### config.mk
export PLATFORM = sky130hd
export DESIGN_NAME = dual_port_write_decoder
export DESIGN_NICKNAME = d
export VERILOG_FILES = /design/src/rtl/dual_port_write_decoder.sv
export SDC_FILE = /design/constraint.sdc
export NUM_CORES = 1
export LEC_CHECK = 0
export CORE_UTILIZATION = 60
export CTS_BUF_LIST = sky130_fd_sc_hd__clkbuf_8
export DETAILED_ROUTE_END_ITERATION = 12
export DONT_BUFFER_PORTS = 1
export PLACE_DENSITY = 0.81
export SYNTH_ARGS = -nofsm -noshare
export SYNTH_HDL_FRONTEND = slang
export SYNTH_SLANG_ARGS = --single-unit
### constraint.sdc
create_clock -name Clk -period 2.6 [get_ports Clk]
set_clock_uncertainty 0.2 [all_clocks]
set_input_delay 0.52 -clock Clk [delete_from_list [all_inputs] [get_ports Clk]]
set_output_delay 0.52 -clock Clk [all_outputs]
set_load 0.03 [all_outputs]
### src/rtl/dual_port_write_decoder.sv
// Two-port register-file write decoder: merges port A/B writes into registered load strobes.
// A same-register A/B collision defers B through a one-entry hold buffer.
// Optional feature macro ZERO_REG_WRITE_PROTECT_EN drops every write aimed at register 0.
module dual_port_write_decoder #(
  parameter  int SEL_W  = 5,
  parameter  int DATA_W = 32,
  localparam int NREG   = 2 ** SEL_W
) (
  input  logic              Clk,
  input  logic              Reset_n,
  input  logic [SEL_W-1:0]  SelA,
  input  logic              WenA,
  input  logic [DATA_W-1:0] DataA,
  input  logic [SEL_W-1:0]  SelB,
  input  logic              WenB,
  input  logic [DATA_W-1:0] DataB,
  output logic              ReadyB,
  output logic [NREG-1:0]   Load_Out,
  output logic [NREG-1:0]   Load_Src,
  output logic [DATA_W-1:0] DataA_Out,
  output logic [DATA_W-1:0] DataB_Out,
  output logic [7:0]        Conflict_Cnt
);

  // state | meaning
  // EMPTY | hold buffer free, port B accepted (ReadyB=1)
  // HELD  | deferred B write waiting in hold buffer, port B stalled (ReadyB=0)
  typedef enum logic {EMPTY, HELD} state_t;

  state_t             state;
  logic [SEL_W-1:0]   hold_sel;
  logic [DATA_W-1:0]  hold_data;

  logic               wen_a;
  logic               wen_b;
  logic               collide;
  logic               a_on_hold;
  logic [NREG-1:0]    mask_a;
  logic [NREG-1:0]    mask_b;
  logic [NREG-1:0]    mask_h;

  function automatic logic [NREG-1:0] onehot(input logic [SEL_W-1:0] s);
    logic [NREG-1:0] v;
    v    = '0;
    v[s] = 1'b1;
    return v;
  endfunction

`ifdef ZERO_REG_WRITE_PROTECT_EN
  assign wen_a = WenA && (SelA != '0);
  assign wen_b = WenB && (SelB != '0);
`else
  assign wen_a = WenA;
  assign wen_b = WenB;
`endif

  assign ReadyB = (state == EMPTY);

  always_comb begin
    mask_a    = wen_a ? onehot(SelA) : '0;
    mask_b    = wen_b ? onehot(SelB) : '0;
    mask_h    = onehot(hold_sel);
    collide   = wen_a && wen_b && (SelA == SelB);
    a_on_hold = wen_a && (SelA == hold_sel);
  end

  always_ff @(posedge Clk or negedge Reset_n) begin
    if (!Reset_n) begin
      state        <= EMPTY;
      hold_sel     <= '0;
      hold_data    <= '0;
      Load_Out     <= '0;
      Load_Src     <= '0;
      DataA_Out    <= '0;
      DataB_Out    <= '0;
      Conflict_Cnt <= '0;
    end else begin
      Load_Out <= '0;
      Load_Src <= '0;
      if (wen_a) DataA_Out <= DataA;
      case (state)
        EMPTY: begin
          if (collide) begin
            // A goes now, B waits a cycle so the register ends with B's data
            Load_Out  <= mask_a;
            hold_sel  <= SelB;
            hold_data <= DataB;
            state     <= HELD;
            if (Conflict_Cnt != 8'hFF) Conflict_Cnt <= Conflict_Cnt + 8'd1;
          end else begin
            Load_Out <= mask_a | mask_b;
            Load_Src <= mask_b;
            if (wen_b) DataB_Out <= DataB;
          end
        end
        HELD: begin
          if (a_on_hold) begin
            Load_Out <= mask_a;
          end else begin
            Load_Out  <= mask_a | mask_h;
            Load_Src  <= mask_h;
            DataB_Out <= hold_data;
            state     <= EMPTY;
          end
        end
        default: state <= EMPTY;
      endcase
    end
  end

endmodule

==> results of run 1 <==
sequential cells by signal (all words and copies together), names as in the netlist:
signal,flops
DataA_Out,32
DataB_Out,32
Load_Out,32
Load_Src,32
hold_data,32
Conflict_Cnt,8
hold_sel,5
state,1
worst reg2reg max path, stage by stage, from the launching register on:
cell	delay, ps
dfrtp_2	580
nor2_1	120
nand4_1	130
o221a_2	800
mux2_2	440
final timing paths:
kind	slack, ps	to	depth (start not counted)
max	220	DataB_Out[22]$_DFFE_PN0P_	4
min in group Clk	30	hold_data[24]$_DFFE_PN0P_	1
max reg2reg	220	DataB_Out[22]$_DFFE_PN0P_	4
max in group asynchronous	2410	hold_data[19]$_DFFE_PN0P_	0
min	-450	DataA_Out[21]$_DFFE_PN0P_	0
min reg2reg	310	hold_data[7]$_DFFE_PN0P_	1
stage by stage:
stage,instance area (um2),std cells,worst slack (ps),hold WS [ps]
6_report,8500,773,217,-447
2_1_floorplan,7320,557,75.6,24.4
3_3_place_gp,7430,673,73.3,27.5
4_1_cts,8500,773,205,-477
3_5_place_dp,7430,673,-26.3,28.1
5_1_grt,8500,773,99.6,-489
synthesized netlist by cell type (all sizes together) (6+ instances only):
cell,number
buf,24
clkbuf,20
dfrtp,174
mux2,130
nand2,59
nand3,10
nand3b,7
nor2,11
o221ai,32
o22ai,32
xnor2,6
xor2,9
cell families (layout without fill, tap and decap cells):
group / count (synthesis) / after routing / synth area share, %
adder cells (fa/ha/maj): 1 / 1 / 0.171
AO/OA/AOI/OAI: 66 / 66 / 6.79
AND/OR/NAND/NOR: 124 / 124 / 8.87
multiplexers: 131 / 131 / 20.1
buffers and inverters: 46 / 119 / 2.77
flip-flops: 174 / 174 / 59.5
XOR/XNOR: 15 / 15 / 1.79
where the power goes:
| part | switching [mW] | internal (mW) |
|---|---|---|
| Combinational | 0.281 | 0.363 |
| Clock | 0.935 | 0.852 |
| Sequential | 0.425 | 2.95 |
per-layer routing:
| layer | up-vias | global-route usage (%) | share of wire (%) |
|---|---|---|---|
| met5 | - | 0 | 0 |
| met4 | 0 | 12.9 | 2.5 |
| met3 | 40 | 8.96 | 9.1 |
| met2 | 262 | 51.3 | 52 |
| met1 | 2452 | 32.4 | 36 |
| li1 | 2135 | - | - |
area by class of cell:
class,instances,area [um2],area share (%)
clock buffers,21,289,3.40
clock inverters,11,92.6,1.09
inverters,2,7.51,0.0884
multi-input cells,337,2760,32.5
flip-flops and latches,174,4360,51.3
well taps,143,179,2.11
repair buffers,85,808,9.51
==> parameters.txt, run 1 <==
Parameter                              Value

Status
  Run status ... finished with violations
  Failing checks ... negative hold slack

STA
  Maximum operating frequency ... 420 MHz
  Unrepaired setup endpoints after global routing ... false
  Slew headroom ... 39.5%
  Hold slack ... -447 ps
  Fin Setup TNS ... 0 ps
  Number of hold violations in the final report ... 174
  Total setup violations reported at the end of the flow ... 0
  Transition at the pin with the smallest max-transition slack ... 907 ps
  Post-layout min period ... 2380 ps
  Fraction of the cycle the final worst path needs ... 91.7%
  Final slew viol count ... 0

Setup path
  Startpoint of the most critical register-to-register path ... state$_DFF_PN0_
  Required arrival time at the worst endpoint ... 2730 ps
  Element type at the critical path end ... flip-flop
  Crit path largest cell delay ... 800 ps
  Slowest cell on the critical path ... o221a_2
  Crit path launch type ... flip-flop
  Series of cell instances along the critical path ... nor2_1, nand4_1, o221a_2, mux2_2
  Setup Crit Path Kind ... reg2reg
  Critical path fanouts, max ... 32
  Critical Path Source ... state$_DFF_PN0_
  Delay-heaviest family, CP ... compound AO/OA/AOI/OAI gates
  Crit path DAT ... 2520 ps
  Combined buffer and inverter count along the critical path ... 0

Synthesis
  Portion of the post-synthesis area used by sequential elements ... 59.5%
  Number of distinct library cell variants in the gate-level netlist after synthesis ... 38
  Cell taking the most area after synthesis ... dfrtp_1
  Synthesized area ... 7320 um2
  Gate Count Post-Synth ... 557
  Flop and latch count out of synthesis ... 174
  Yosys top cell area share ... 59.5%
  EDFF count, synth ... 0
  Top_reg_cell synth ... dfrtp_1
  Main area contributors after synthesis ... dfrtp_1 (59%), mux2_2 (20%), o221ai_1 (3.8%)
  Average cell area after synthesis ... 13.1 um2
  Share of flip-flops with an asynchronous set or reset after synthesis ... 100%
  Synthesized netlist net count ... 636
  Warning count from the yosys run ... 0

Global route
  Congestion Overflow GR ... 0
  Maximum number of pins on one net before global-route repair ... 175
  Total routing usage reported by global routing ... 29.0%
  Wire length of the first global-routing pass ... 27.7 mm
  Number of global-route vias before repair ... 5189
  Antenna violations before repair ... 0

Power
  Cell area power density ... 684 nW/um2
  Standby leakage power ... 3.74 nW
  Overall power ... 5.81 mW
  Maximum VDD drop ... 0.000464 V

Clocking
  Clock buffer depth ... 2
  Level count of the clock H-tree ... 4
  Number of sinks on the clock net ... 174
  Post-cts gate resize count ... 0
  Num CTS Buffers ... 17
  Later-pin clock latency in the skew report ... 450 ps
  CTS tree ... yes
  Clock root cell ... clkbuf_8
  Number of buffers inserted by post-CTS setup repair ... 0
  Clock-pin transition on the worst setup and hold timing paths ... 90 ps
  Number of hold-repair buffers added at the cts stage ... 68

Die
  Starting Density ... 62.8%
  Top-level I/O count ... 215
  Die footprint ... 12600 um2
  Vertical extent of the die ... 112 um
  Width of the chip ... 112 um
  Cell Rows ... 39
  Core region area ... 11700 um2

Final layout
  Number of nets in the final layout ... 696
  Leading cell type in the layout, fill and taps excluded ... dfrtp_1
  Number of antenna repair diodes ... 0
  Fraction of final layout cells sized beyond drive strength 1 ... 28.9%
  Commonest non-fill, non-tap cells in the layout ... dfrtp_1 (173), mux2_2 (129), dlygate4sd3_1 (68)
  Area growth syn-to-layout ... 16.0%
  Core occupancy in the finished layout ... 72.8%
  Fillers ... 778

Route
  Via count ... 4889
  Number of DRC markers after the initial detailed-route iteration ... 361
  Detailed-router iteration count before antenna repair ... 5
  Final wirelength ... 17.4 mm
  Average wire per standard cell ... 22.5 um
  Post-route DRC violation count ... 0
  Via-per-instance ratio ... 6.32
  Post-DRT Antenna Nets ... 0

Run
  Number of maximum-capacitance violations ... 0

Placed design
  Final weighted congestion of routability-driven global placement ... 0.856
  Half-perimeter wire length after detailed placement ... 10.8 mm
  Port Buffer Count ... 0

Hold path
  Hold Path Class ... in2async
(Power assumes the default switching activity.)
==> inputs of run 2 (changes only) <==
--- a/config.mk
+++ b/config.mk
@@ -7,2 +7,3 @@
 export LEC_CHECK = 0
+export ABC_AREA = 1
 export CORE_UTILIZATION = 60
@@ -12,2 +13,3 @@
 export PLACE_DENSITY = 0.81
+export SKIP_LAST_GASP = 1
 export SYNTH_ARGS = -nofsm -noshare
==> constraint.sdc (replaced) <==
create_clock -name Clk -period 2.6 [get_ports Clk]
set_clock_uncertainty 0.2 [all_clocks]
set_input_delay 0.26 -clock Clk [delete_from_list [all_inputs] [get_ports Clk]]
set_output_delay 0.26 -clock Clk [all_outputs]
set_load 0.03 [all_outputs]
==> parameters.txt, run 2 <==
Parameter                              Value

Clocking
  Number of buffers inserted by post-CTS setup repair ... 0 (unchanged)
  Later-pin clock latency in the skew report ... 470 ps (was 450 ps)
  Number of hold-repair buffers added at the cts stage ... 110 (was 68)
  CTS tree ... yes (unchanged)
  Level count of the clock H-tree ... 4 (unchanged)
  Clock buffer depth ... 2 (unchanged)
  Post-cts gate resize count ... 0 (unchanged)
  Num CTS Buffers ... 17 (unchanged)
  Clock root cell ... clkbuf_8 (unchanged)
  Number of sinks on the clock net ... 174 (unchanged)
  Clock-pin transition on the worst setup and hold timing paths ... 80 ps (was 90 ps)

Power
  Maximum VDD drop ... 0.000407 V (was 0.000464 V)
  Internal power ... 4.22 mW (was 4.17 mW)
  Fraction of power consumed by the clock network ... 30.9% (was 30.8%)
  Standby leakage power ... 5.01 nW (was 3.74 nW)
  Switching Fraction ... 31.1% (was 28.2%)
  Sw power ... 1.90 mW (was 1.64 mW)
  Cell area power density ... 631 nW/um2 (was 684 nW/um2)
  Overall power ... 6.12 mW (was 5.81 mW)
  Comb power frac ... 13.5% (was 11.1%)
  Sequential share of power ... 55.6% (was 58.2%)

Synthesis
  Average cell area after synthesis ... 7.88 um2 (was 13.1 um2)
  Flop and latch count out of synthesis ... 174 (unchanged)
  Main area contributors after synthesis ... dfrtp_1 (54%), nand2_1 (18%), o21ai_0 (5.0%) (was dfrtp_1 (59%), mux2_2 (20%), o221ai_1 (3.8%))
  Cell taking the most area after synthesis ... dfrtp_1 (unchanged)
  Share of flip-flops with an asynchronous set or reset after synthesis ... 100% (unchanged)
  Top_reg_cell synth ... dfrtp_1 (unchanged)
  Synthesized area ... 8090 um2 (was 7320 um2)
  Number of distinct library cell variants in the gate-level netlist after synthesis ... 30 (was 38)
  Synthesized netlist net count ... 1106 (was 636)
  Ranking of synthesized cells by instance count ... nand2_1 (385), dfrtp_1 (174), o21ai_0 (81) (was dfrtp_1 (174), mux2_2 (129), nand2_1 (59))
  Gate Count Post-Synth ... 1027 (was 557)
  Warning count from the yosys run ... 0 (unchanged)
  Yosys top cell area share ... 53.8% (was 59.5%)
  Portion of the post-synthesis area used by sequential elements ... 53.8% (was 59.5%)
  EDFF count, synth ... 0 (unchanged)
  Most numerous cell in the Yosys netlist ... nand2_1 (was dfrtp_1)

STA
  Total setup violations reported at the end of the flow ... 0 (unchanged)
  Final slew viol count ... 0 (unchanged)
  Transition at the pin with the smallest max-transition slack ... 774 ps (was 907 ps)
  Fraction of the cycle the final worst path needs ... 86.5% (was 91.7%)
  Unrepaired setup endpoints after global routing ... false (unchanged)
  Slew headroom ... 48.3% (was 39.5%)
  Hold slack ... -719 ps (was -447 ps)
  Maximum operating frequency ... 444 MHz (was 420 MHz)
  Post-layout min period ... 2250 ps (was 2380 ps)
  Fin Setup TNS ... 0 ps (unchanged)
  Number of hold violations in the final report ... 174 (unchanged)

Final layout
  Fillers ... 945 (was 778)
  Fraction of final layout cells sized beyond drive strength 1 ... 6.54% (was 28.9%)
  FF+latch area ... 4350 um2 (was 4360 um2)
  Core occupancy in the finished layout ... 73.5% (was 72.8%)
  Area growth syn-to-layout ... 19.9% (was 16.0%)
  Number of nets in the final layout ... 1197 (was 696)
  Commonest non-fill, non-tap cells in the layout ... nand2_1 (385), dfrtp_1 (174), dlygate4sd3_1 (110) (was dfrtp_1 (173), mux2_2 (129), dlygate4sd3_1 (68))
  Leading cell type in the layout, fill and taps excluded ... nand2_1 (was dfrtp_1)
  Combined area of the multi-input logic cells ... 3230 um2 (was 2760 um2)

Setup path
  Dominant cell type by count on the critical path ... nand2_1
  Delay-heaviest family, CP ... simple AND/OR/NAND/NOR gates (was compound AO/OA/AOI/OAI gates)
  Critical path fanouts, max ... 17 (was 32)
  Crit path DAT ... 2400 ps (was 2520 ps)
  Series of cell instances along the critical path ... dlygate4sd3_1, inv_2, nand2_1, nand2_1, nor2_2, and2_1, nand2_1, nand2_1, inv_2, nand2_1, nand2_1 (was nor2_1, nand4_1, o221a_2, mux2_2)
  Required arrival time at the worst endpoint ... 2750 ps (was 2730 ps)
  Element type at the critical path end ... flip-flop (unchanged)
  Combined buffer and inverter count along the critical path ... 3 (was 0)
  Setup Crit Path Kind ... in2reg (was reg2reg)
  Slowest cell on the critical path ... dlygate4sd3_1 (was o221a_2)
  Crit path launch type ... primary input (was flip-flop)
  Crit path largest cell delay ... 680 ps (was 800 ps)

Status
  Run status ... finished with violations (unchanged)
  Failing checks ... negative hold slack (unchanged)

Die
  Core region area ... 13200 um2 (was 11700 um2)
  Top-level I/O count ... 215 (unchanged)
  Width of the chip ... 118 um (was 112 um)
  Die footprint ... 14000 um2 (was 12600 um2)
  Cell Rows ... 42 (was 39)
  Vertical extent of the die ... 118 um (was 112 um)
  Starting Density ... 61.3% (was 62.8%)

Route
  Post-route DRC violation count ... 0 (unchanged)
  Number of DRC markers after the initial detailed-route iteration ... 975 (was 361)
  Average wire per standard cell ... 17.7 um (was 22.5 um)
  Detailed-router iteration count before antenna repair ... 9 (was 5)
  Final wirelength ... 23.1 mm (was 17.4 mm)
  Via count ... 7680 (was 4889)
  Via-per-instance ratio ... 5.87 (was 6.32)
  Post-DRT Antenna Nets ... 0 (unchanged)

Placed design
  Half-perimeter wire length after detailed placement ... 13.7 mm (was 10.8 mm)
  Final weighted congestion of routability-driven global placement ... 0.993 (was 0.856)
  Port Buffer Count ... 0 (unchanged)

Global route
  Wire length of the first global-routing pass ... 36.8 mm (was 27.7 mm)
  Total routing usage reported by global routing ... 34.1% (was 29.0%)
  Antenna violations before repair ... 1 (was 0)
  Congestion Overflow GR ... 0 (unchanged)
  Number of global-route vias before repair ... 7329 (was 5189)
  Maximum number of pins on one net before global-route repair ... 175 (unchanged)

Run
  Number of maximum-capacitance violations ... 0 (unchanged)

Hold path
  Hold Path Class ... in2async (unchanged)
run 2: cell count changes after synthesis, sizes merged, moves of 52 or more:
cell / delta
nand3: +72
inv: +70
nand2: +326
mux2: -130
o21ai: +112
nor2: +52
run 2: stage by stage:
step	std cells	hold slack [ps]	cell area [um2]	worst slack, ps
after floorplan	1027	-236	8090	724
after detailed placement	1165	-232	8200	450
after global placement	1165	-231	8200	507
final	1308	-719	9700	350
after CTS	1307	-744	9700	436
after global routing	1308	-757	9700	167
run 2: area by class of cell:
cell class / count / area share [%]
Tap cell: 176 / 2.27
Antenna cell: 1 / 0.0258
Multi-Input combinational cell: 727 / 33.3
Inverter: 74 / 2.88
Sequential cell: 174 / 44.9
Timing Repair Buffer: 124 / 12.6
Clock buffer: 19 / 2.70
Clock inverter: 13 / 1.41
run 2: path summary, 6_finish.rpt:
kind | from | end | slack [ps] | depth (start not counted)
max | SelA[3] | Load_Src[28]$_DFF_PN0_ | 350 | 11
min | Reset_n | Load_Out[8]$_DFF_PN0_ | -720 | 0
max reg2reg | Conflict_Cnt[0]$_DFFE_PN0P_ | Conflict_Cnt[0]$_DFFE_PN0P_ | 390 | 7
min reg2reg | hold_data[30]$_DFFE_PN0P_ | hold_data[30]$_DFFE_PN0P_ | 320 | 2
max in group asynchronous | Reset_n | state$_DFF_PN0_ | 2740 | 0
min in group Clk | SelA[3] | Load_Out[9]$_DFF_PN0_ | 50 | 4
run 2: kinds of logic after synthesis:
| group | count (synthesis) | synth area share [%] |
|---|---|---|
| adder cells (fa/ha/maj) | 1 | 0.155 |
| AND/OR/NAND/NOR | 598 | 31.3 |
| XOR/XNOR | 7 | 0.758 |
| buffers and inverters | 126 | 6.28 |
| AO/OA/AOI/OAI | 121 | 7.67 |
| flip-flops | 174 | 53.8 |
run 2: power by group through the flow:
| stage | combinational [mW] | sequential, mW | clock (mW) |
|---|---|---|---|
| 3_5_place_dp | 0.637 | 3.45 | 0 |
| 4_1_cts | 0.786 | 3.40 | 1.92 |
| 3_3_place_gp | 0.617 | 3.44 | 0 |
| 2_1_floorplan | 0.524 | 3.39 | 0 |
| 5_1_grt | 0.910 | 3.43 | 2.03 |
| 6_report | 0.825 | 3.40 | 1.89 |
run 2: metal layers:
metal  GRT usage, %  routed length (um)  up-vias
met5              0                   0        -
met4           19.8                1120        0
met3           9.06                2190      105
met2           55.6               11100      521
met1           40.7                8640     3573
li1               -                   -     3481
